[src/rtl/knob_pkg.sv]
// knob_pkg: channel encodings and select-state types shared by knob_ctrl and the colour/PWM logic
package knob_pkg;
    typedef logic [1:0] ch_t;
    localparam ch_t CH_R = 2'd0;
    localparam ch_t CH_G = 2'd1;
    localparam ch_t CH_B = 2'd2;
    typedef enum logic [1:0] {SEL_R = CH_R, SEL_G = CH_G, SEL_B = CH_B} sel_state_t;
endpackage

[src/rtl/knob_ctrl_debounce.sv]
// debounce: 2-FF synchroniser plus stability counter; rise pulses one cycle after the debounced level goes high
module debounce #(
    parameter int DEBOUNCE_CYCLES = 50000
) (
    input  logic clk,
    input  logic rst,
    input  logic btn,
    output logic level,
    output logic rise
);
    localparam int CW = $clog2(DEBOUNCE_CYCLES);
    localparam logic [CW-1:0] LAST = CW'(DEBOUNCE_CYCLES - 1);
    logic s1, s2, level_q;
    logic [CW-1:0] cnt;
    always_ff @(posedge clk) begin
        if (rst) begin
            s1 <= 1'b0;
            s2 <= 1'b0;
            cnt <= '0;
            level <= 1'b0;
            level_q <= 1'b0;
            rise <= 1'b0;
        end else begin
            s1 <= btn;
            s2 <= s1;
            cnt <= s2 != level && cnt != LAST ? cnt + 1'b1 : '0;
            level <= s2 != level && cnt == LAST ? s2 : level;
            level_q <= level;
            rise <= level & ~level_q;
        end
    end
endmodule

[src/rtl/knob_ctrl.sv]
// knob_ctrl: debounced button cycles R/G/B selection, detents saturate-step the selected level.
// Define KNOB_ACCEL_EN to use ACCEL_STEP for quick same-direction detents.
module knob_ctrl
    import knob_pkg::*;
#(
    parameter int WIDTH = 8,
    parameter int STEP = 1,
    parameter int DEBOUNCE_CYCLES = 50000,
    parameter int ACCEL_WINDOW = 200000,
    parameter int ACCEL_STEP = 8
) (
    input  logic             clk,
    input  logic             rst,
    input  logic             cw,
    input  logic             ccw,
    input  logic             btn,
    output logic [1:0]       sel,
    output logic [WIDTH-1:0] red,
    output logic [WIDTH-1:0] green,
    output logic [WIDTH-1:0] blue,
    output logic             changed
);
    localparam logic [WIDTH:0] BASE = (WIDTH + 1)'(STEP);
    sel_state_t state, state_d;
    logic btn_level, btn_rise, press, inc, dec;
    logic [WIDTH:0] step, sum, dif;
    logic [WIDTH-1:0] cur, nxt;

    debounce #(.DEBOUNCE_CYCLES(DEBOUNCE_CYCLES)) u_debounce (
        .clk(clk),
        .rst(rst),
        .btn(btn),
        .level(btn_level),
        .rise(btn_rise)
    );

    assign press = btn_rise & btn_level;
    assign inc = cw & ~ccw;
    assign dec = ccw & ~cw;
    assign sel = ch_t'(state);

`ifdef KNOB_ACCEL_EN
    localparam int GW = $clog2(ACCEL_WINDOW + 1);
    localparam logic [GW-1:0] GMAX = GW'(ACCEL_WINDOW);
    localparam logic [WIDTH:0] FAST = (WIDTH + 1)'(ACCEL_STEP);
    logic [GW-1:0] gap;
    logic last_cw, recent;
    // a saturated gap means no recent detent, so direction history is irrelevant
    assign recent = gap < GMAX;
    assign step = recent && last_cw == inc ? FAST : BASE;
    always_ff @(posedge clk) begin
        if (rst) begin
            gap <= GMAX;
            last_cw <= 1'b0;
        end else begin
            gap <= press || ((inc | dec) && recent && last_cw != inc) ? GMAX :
                   (inc | dec) ? GW'(1) : recent ? gap + 1'b1 : gap;
            if (inc | dec) last_cw <= inc;
        end
    end
`else
    assign step = BASE;
`endif

    always_comb begin
        state_d = state;
        if (press) state_d = state == SEL_R ? SEL_G : state == SEL_G ? SEL_B : SEL_R;
        cur = state == SEL_G ? green : state == SEL_B ? blue : red;
        sum = {1'b0, cur} + step;
        dif = {1'b0, cur} - step;
        nxt = inc ? (sum[WIDTH] ? '1 : sum[WIDTH-1:0]) :
              dec ? (dif[WIDTH] ? '0 : dif[WIDTH-1:0]) : cur;
    end

    always_ff @(posedge clk) begin
        if (rst) begin
            state <= SEL_R;
            red <= '0;
            green <= '0;
            blue <= '0;
            changed <= 1'b0;
        end else begin
            state <= state_d;
            if (state == SEL_R) red <= nxt;
            if (state == SEL_G) green <= nxt;
            if (state == SEL_B) blue <= nxt;
            changed <= press || nxt != cur;
        end
    end
endmodule

[config.mk]
export PLATFORM = sky130hd
export DESIGN_NAME = knob_ctrl
export DESIGN_NICKNAME = d
export VERILOG_FILES = /design/src/rtl/knob_pkg.sv /design/src/rtl/knob_ctrl_debounce.sv /design/src/rtl/knob_ctrl.sv
export SDC_FILE = /design/constraint.sdc
export NUM_CORES = 1
export LEC_CHECK = 0
export CAP_MARGIN = 15
export CORE_MARGIN = 2
export CORE_UTILIZATION = 56
export DETAILED_ROUTE_END_ITERATION = 6
export GPL_TIMING_DRIVEN = 0
export PLACE_DENSITY = 0.81
export SLEW_MARGIN = 25
export SYNTH_ARGS = -nofsm -noshare
export SYNTH_HDL_FRONTEND = slang
export SYNTH_SLANG_ARGS = --single-unit
[constraint.sdc]
create_clock -name clk -period 3.3 [get_ports clk]
set_clock_uncertainty 0.05 [all_clocks]
set_input_delay 0.99 -clock clk [delete_from_list [all_inputs] [get_ports clk]]
set_output_delay 0.99 -clock clk [all_outputs]
set_load 0.02 [all_outputs]
==> summary.txt, run 1 <==
Run status
  • Status: finished clean

Pwr
  • Max rail drop VDD: 0.2798 mV
  • Total leakage power: 1.072 nW
  • Overall Power: 0.001278 W
  • Pwr Density: 399.2 nW/um2

Final layout
  • Commonest non-fill, non-tap cell in the layout: dfxtp_1
  • Most frequent cells in the layout: dfxtp_1 (48), nor2_1 (40), clkdlybuf4s50_1 (31), nand2_1 (18), nand3_1 (18)
  • Post-layout instance area: 3202 um2
  • Nets@finish: 344
  • Number of diodes: 0
  • Share of cells above drive strength 1: 11.21%
  • Syn-to-layout area delta: 19.64%
  • Post-Route Utilization: between 60 and 70%

Worst setup path
  • Reg2reg start: sel[0]
  • Worst EP arrival: between 3000 and 4000 ps
  • Startpoint Class: primary input
  • Reg2reg setup slack: 660 ps
  • Critical path type: primary input to flip-flop
  • CP Capture Point: red[4]
  • Kind of end point of the critical path: flip-flop
  • R2R Path End: red[2]
  • Crit. Startpoint: cw
  • CP Data Required Time: 3420 ps
  • Highest fanout seen on the critical path: 8
  • R2R cell count: 8

CTS
  • Clock Path Buffers: 2
  • Total CTS buffers: 5
  • CTS H-tree lvls: 2
  • Total setup buffers inserted after CTS: 0
  • CTS tree: yes
  • Clk pin slew, worst setup/hold paths: 100 ps
  • Clk_lat worst skew: 300 ps
  • Clock Tree Root: clkbuf_8
  • Clk sinks: 48
  • Cts hold-fix bufs: 0

Drt
  • Final wirelength: 6.279 mm
  • Pre-antenna DRT Iters: 5
  • Vias: ~2400
  • Residual DRC: 0
  • Routed WL per cell: 15.98 um
  • Via density per instance: 6.191
  • Routed Antenna Nets: 0
  • DRT iter0 DRCs: 181

Yosys
  • Post-synthesis sequential area ratio: 35.90%
  • Netlist cell types: between 60 and 70
  • Seq cells post-synth: 48
  • Post-synth EDFFs: 0
  • Cell area after synthesis: 2676 um2
  • Warnings, synthesis: 0
  • Post-Synthesis Cells: 300
  • Primary FF master, synth: dfxtp_1
  • Post-Syn Nets: 306
  • Ys async rst share: 0%
  • Syn_area_per_cell: 8.921 um2

Worst hold path
  • Worst min-delay path class: flip-flop to flip-flop
  • Hold depth: 1

STA
  • Slew at the pin with the worst max-slew slack: about 650 ps
  • Final setup fails: 0
  • Tcrit/Tclk final: 95.10%
  • Slew Limit Fails: 0
  • Final hold violation count: 0
  • Max frequency: 0.3186 GHz
  • Final worst-path setup slack: around 160 ps
  • Clock period minus final worst setup slack: 3138 ps
  • Slew headroom: a little under three fifths

Die
  • Die area: 5348 um2
  • Die Span Y: 73.13 um
  • Rows: 25
  • Area of the core: 4661 um2
  • Ports: 32
  • Die X: 73.13 um
  • Starting density of the core: roughly 57%

Place
  • Worst slack, placed: -203.7 ps
  • Placed cell area: roughly 3100 um2
  • Post-DP HPWL: around 4.6 mm
  • Gp weighted congestion: 0.9408
  • Number of buffers added on ports: 31

Global routing
  • Grt ovf: 0
  • Vias in the first global route: 2206
  • Initial antenna violation count: 0
  • All-layer global routing usage: between 20% and 30%
  • First-pass GRT wire length: 10.47 mm
  • Largest net degree at the start of global routing: 17

Flow run
  • Max Cap Violations: 0
==> report_power, final <==
part           switching [W]  total (W)  internal (W)
sequential        0.00000945   0.000598      0.000589
combinational       0.000101   0.000169     0.0000679
clock               0.000206   0.000511      0.000305
total               0.000317    0.00128      0.000962
==> sequential cells by signal, summed over array words and instances, names as in the netlist <==
name / flops
blue: 8
changed: 1
green: 8
red: 8
sel: 2
u_debounce.cnt: 16
u_debounce.level: 1
u_debounce.level_q: 1
u_debounce.rise: 1
u_debounce.s1: 1
u_debounce.s2: 1
==> cell families (layout without fill, tap and decap cells) <==
group,after synthesis,count (layout),share of synthesized area (%)
and+or+nand+nor,124,124,25.39
AOI/OAI and AO/OA,75,75,22.58
DFF,48,48,35.90
buffers and inverters,24,63,4.815
xor gates and xnor gates,18,18,6.172
muxes,10,10,4.675
adders and majority gates,1,1,0.4674
==> critical path, cell delays in order <==
cell             delay, ps
clkdlybuf4s50_1        580
nor2b_2                300
o2111ai_1              190
nor4_1                 530
nor3_1                 100
a221oi_1               430
a211oi_1               130
==> metal layers <==
layer / vias up / GRT usage [%] / wire length, um
met3: 14 / 5.387 / 457
met5: - / 0 / 0
met2: 90 / 38.24 / 2891
met1: 1134 / 35.37 / 2834
met4: 0 / 8.642 / 96
li1: 1195 / - / -
==> per-stage QoR <==
step / std cells / hold WS, ps / TNS, ps
after floorplan: 300 / 317.4 / 0
after global placement: 385 / 324.3 / -1277
after detailed placement: 385 / 321.9 / -1481
after CTS: 393 / 348.5 / 0
after global routing: 393 / 361.7 / -1.904
final: 393 / 349.5 / 0
==> final cells by class <==
type                       count  area [um2]
multi-input combinational    228        1597
inverter                       4       15.01
sequential                    48       960.9
buffer                        20       113.9
clock buffer                   5       68.82
tap                           54       67.56
timing repair buffer          31       310.3
clock inverter                 3       68.82
fill                         385        1459
==> repair_timing <==
item	4_1_cts	5_1_grt
endpoints found under the setup margin	0	7
gates resized for setup	0	2
hold endpoints to repair	0	0
==> cell usage after synthesis (3+ instances only) <==
| cell | instances | area, um2 |
|---|---|---|
| xor2_1 | 9 | 78.83 |
| o311ai_0 | 3 | 26.28 |
| nand4_1 | 3 | 18.77 |
| o21ai_1 | 7 | 35.03 |
| nor2b_1 | 8 | 50.05 |
| clkbuf_1 | 9 | 33.78 |
| nand2b_1 | 4 | 25.02 |
| o211a_1 | 4 | 40.04 |
| nor4_1 | 3 | 18.77 |
| xnor2_1 | 8 | 70.07 |
| or3b_1 | 6 | 52.55 |
| buf_6 | 3 | 33.78 |
| nor2_1 | 40 | 150.1 |
| a21oi_1 | 9 | 45.04 |
| nand2_1 | 18 | 67.56 |
| and3_1 | 7 | 43.79 |
| o31ai_1 | 4 | 30.03 |
| o21ai_0 | 6 | 30.03 |
| inv_1 | 4 | 15.01 |
| nand3_1 | 18 | 90.09 |
| o211ai_1 | 3 | 22.52 |
| buf_4 | 4 | 30.03 |
| dfxtp_1 | 48 | 960.9 |
| a211oi_1 | 7 | 52.55 |
| mux2i_1 | 8 | 80.08 |
| o211ai_2 | 3 | 37.54 |
| a311oi_1 | 4 | 35.03 |
| a32oi_1 | 3 | 26.28 |
| buf_1 | 3 | 11.26 |
==> worst min-delay path by stage <==
stage | slack, ps | startpoint | endpoint
floorplan | 320 | u_debounce.level_q | u_debounce.rise
global placement | 320 | u_debounce.level_q | u_debounce.rise
detailed placement | 320 | u_debounce.level_q | u_debounce.rise
CTS | 350 | u_debounce.level_q | u_debounce.rise
global route | 360 | u_debounce.level_q | u_debounce.rise
finish | 350 | u_debounce.level_q | u_debounce.rise
No activity file was read; power rests on OpenSTA's default activity.
==> run 2, diff against run 1 <==
CORE_MARGIN = 4   (was 2)
SETUP_SLACK_MARGIN = 0.4   (was default)
==> summary.txt, run 2 (synthesis results as in run 1) <==
Run status
  • Status: finished clean

Worst setup path
  • Worst EP arrival: 2950 ps (-300 ps)
  • Highest fanout seen on the critical path: 7 (-1)
  • R2R cell count: 8 (unchanged)
  • Kind of end point of the critical path: flip-flop
  • Startpoint Class: primary input
  • Critical path type: primary input to flip-flop
  • CP Data Required Time: 3450 ps (+30 ps)

Pwr
  • Pwr Density: 379.3 nW/um2 (-5.0%)
  • Comb power frac: 14.3% (+1.1 points)
  • Pint: 0.0008862 W (-7.8%)
  • Clock power frac: 36.4% (-3.6 points)
  • Seq pwr share: 49.2% (+2.4 points)
  • Sw Ratio: 27.03% (+2.3 points)
  • Max rail drop VDD: 0.3946 mV (+41%)
  • NetSw: 0.0003282 W (+3.7%)
  • Total leakage power: 1.062 nW (-0.86%)

Worst hold path
  • Worst min-delay path class: flip-flop to flip-flop
  • Hold depth: 1 (unchanged)

STA
  • Slew headroom: 56.30% (-0.10 points)
  • Final setup fails: 0 (unchanged)
  • Clock period minus final worst setup slack: 2807 ps (-330.9 ps)
  • Tcrit/Tclk final: 85.07% (-10 points)
  • RSZ-0062 raised after global routing: no
  • Final hold violation count: 0 (unchanged)
  • Final hold slack: 340.3 ps (-9.158 ps)
  • Slew Limit Fails: 0 (unchanged)
  • Max frequency: 0.3562 GHz (+12%)
  • Slew at the pin with the worst max-slew slack: 655.4 ps (+7.529 ps)
  • Final worst-path setup slack: 492.6 ps (+330.9 ps)

Final layout
  • Post-Route Utilization: 71.56% (+2.9 points)
  • Flip-flop count of the largest register after layout: 16 (unchanged)
  • Area occupied by multi-input gates: 1624 um2 (+1.7%)
  • Number of diodes: 0 (unchanged)
  • Top reg by flops: u_debounce.cnt
  • Most frequent cells in the layout: dfxtp_1 (48), nor2_1 (40), clkdlybuf4s50_1 (29), nand2_1 (18), nand3_1 (18)
  • Share of cells above drive strength 1: 12.39% (+1.2 points)
  • Fillers: 344 (-11%)
  • Nets@finish: 344 (unchanged)
  • Commonest non-fill, non-tap cell in the layout: dfxtp_1
  • Area occupied by registers: 960.9 um2 (unchanged)
  • Syn-to-layout area delta: 19.64% (unchanged)

Place
  • Worst slack, placed: -228.4 ps (-24.74 ps)
  • Post-DP HPWL: 4.700 mm (+3.2%)
  • Number of buffers added on ports: 31 (unchanged)
  • Gp weighted congestion: 0.8872 (-5.7%)

Drt
  • Routed Antenna Nets: 0 (unchanged)
  • Residual DRC: 0 (unchanged)
  • Pre-antenna DRT Iters: 5 (unchanged)
  • Final wirelength: 6.484 mm (+3.3%)
  • Via density per instance: 6.230 (+0.64%)
  • Routed WL per cell: 16.58 um (+3.8%)
  • Vias: 2436 (+0.12%)
  • DRT iter0 DRCs: 245 (+35%)

Die
  • Die X: 77.13 um (+5.5%)
  • Ports: 32 (unchanged)
  • Die area: 5949 um2 (+11%)
  • Rows: 24 (-4.0%)
  • Die Span Y: 77.13 um (+5.5%)
  • Area of the core: 4474 um2 (-4.0%)
  • Starting density of the core: 59.82% (+2.4 points)

CTS
  • Total CTS buffers: 5 (unchanged)
  • Cts hold-fix bufs: 0 (unchanged)
  • Clock Tree Root: clkbuf_8
  • Clk sinks: 48 (unchanged)
  • Total setup buffers inserted after CTS: 0 (unchanged)
  • CTS H-tree lvls: 2 (unchanged)
  • Clock Path Buffers: 2 (unchanged)
  • CTS tree: yes
  • Clk_lat worst skew: 300 ps (about the same)
  • Clk pin slew, worst setup/hold paths: 90 ps (about the same)

Flow run
  • Max Cap Violations: 0 (unchanged)

Global routing
  • Grt ovf: 0 (unchanged)
  • All-layer global routing usage: 22.27% (-2.9 points)
  • Initial antenna violation count: 0 (unchanged)
  • Vias in the first global route: 2239 (+1.5%)
  • Largest net degree at the start of global routing: 17 (unchanged)
  • First-pass GRT wire length: 10.85 mm (+3.6%)
run 2: changes by cell type in the layout (fill, tap and decap cells not counted), sizes merged:
cell,before,now
clkdlybuf4s50,31,29
dlygate4sd2,0,2
clkinvlp,0,1
bufinv,2,1
run 2: through the flow:
step / setup TNS, ps / total power, W / area [um2] / instances
6_report: 0 / 0.001214 / 3202 / 391
5_1_grt: 0 / 0.001262 / 3202 / 391
4_1_cts: 0 / 0.001215 / 3196 / 391
3_5_place_dp: -1662 / 0.0007755 / 3052 / 383
3_3_place_gp: -1459 / 0.0007737 / 3052 / 383
2_1_floorplan: 0 / 0.0007277 / 2676 / 300
run 2: power groups by stage:
stage	logic [W]	registers, W	clock network (W)
2_1_floorplan	0.000108	0.000620	0
3_3_place_gp	0.000163	0.000611	0
3_5_place_dp	0.000165	0.000611	0
4_1_cts	0.000169	0.000597	0.000448
5_1_grt	0.000187	0.000600	0.000476
6_report	0.000174	0.000598	0.000443
run 2: metal layers:
metal,routed length (um),global-route usage [%],up-vias
met3,436,5.269,9
met4,69,5.872,0
met1,3106,31.33,1139
met5,0,0,-
met2,2872,34.11,97
li1,-,-,1191
run 2: worst paths after layout:
check / start / end / slack [ps]
worst min register to register: u_debounce.level_q / u_debounce.rise / 340
worst min-delay path: u_debounce.level_q / u_debounce.rise / 340
worst max-delay path: ccw / green[6] / 490
worst max register to register: sel[0] / red[2] / 630
run 2: worst max-delay path: stages:
cell and delay, ps:
dlygate4sd2_1 350, nor2b_1 280, o2111a_1 280, nand4_2 260, nor4_2 310, a211oi_2 130, o41ai_1 350
run 2: what timing repair did:
| item | in CTS | in global routing |
|---|---|---|
| gates resized for setup | 8 | 1 |
| hold endpoints to repair | 0 | 0 |
| endpoints found under the setup margin | 15 | 1 |
run 2: final cells by class:
cell class                      instances  area share (%)
Clock buffer                            5           2.149
Buffer                                 20           3.556
Inverter                                4          0.4689
Timing Repair Buffer                   31           9.613
Clock inverter                          3           1.446
Tap cell                               52           2.032
Multi-Input combinational cell        228           50.72
Sequential cell                        48           30.01
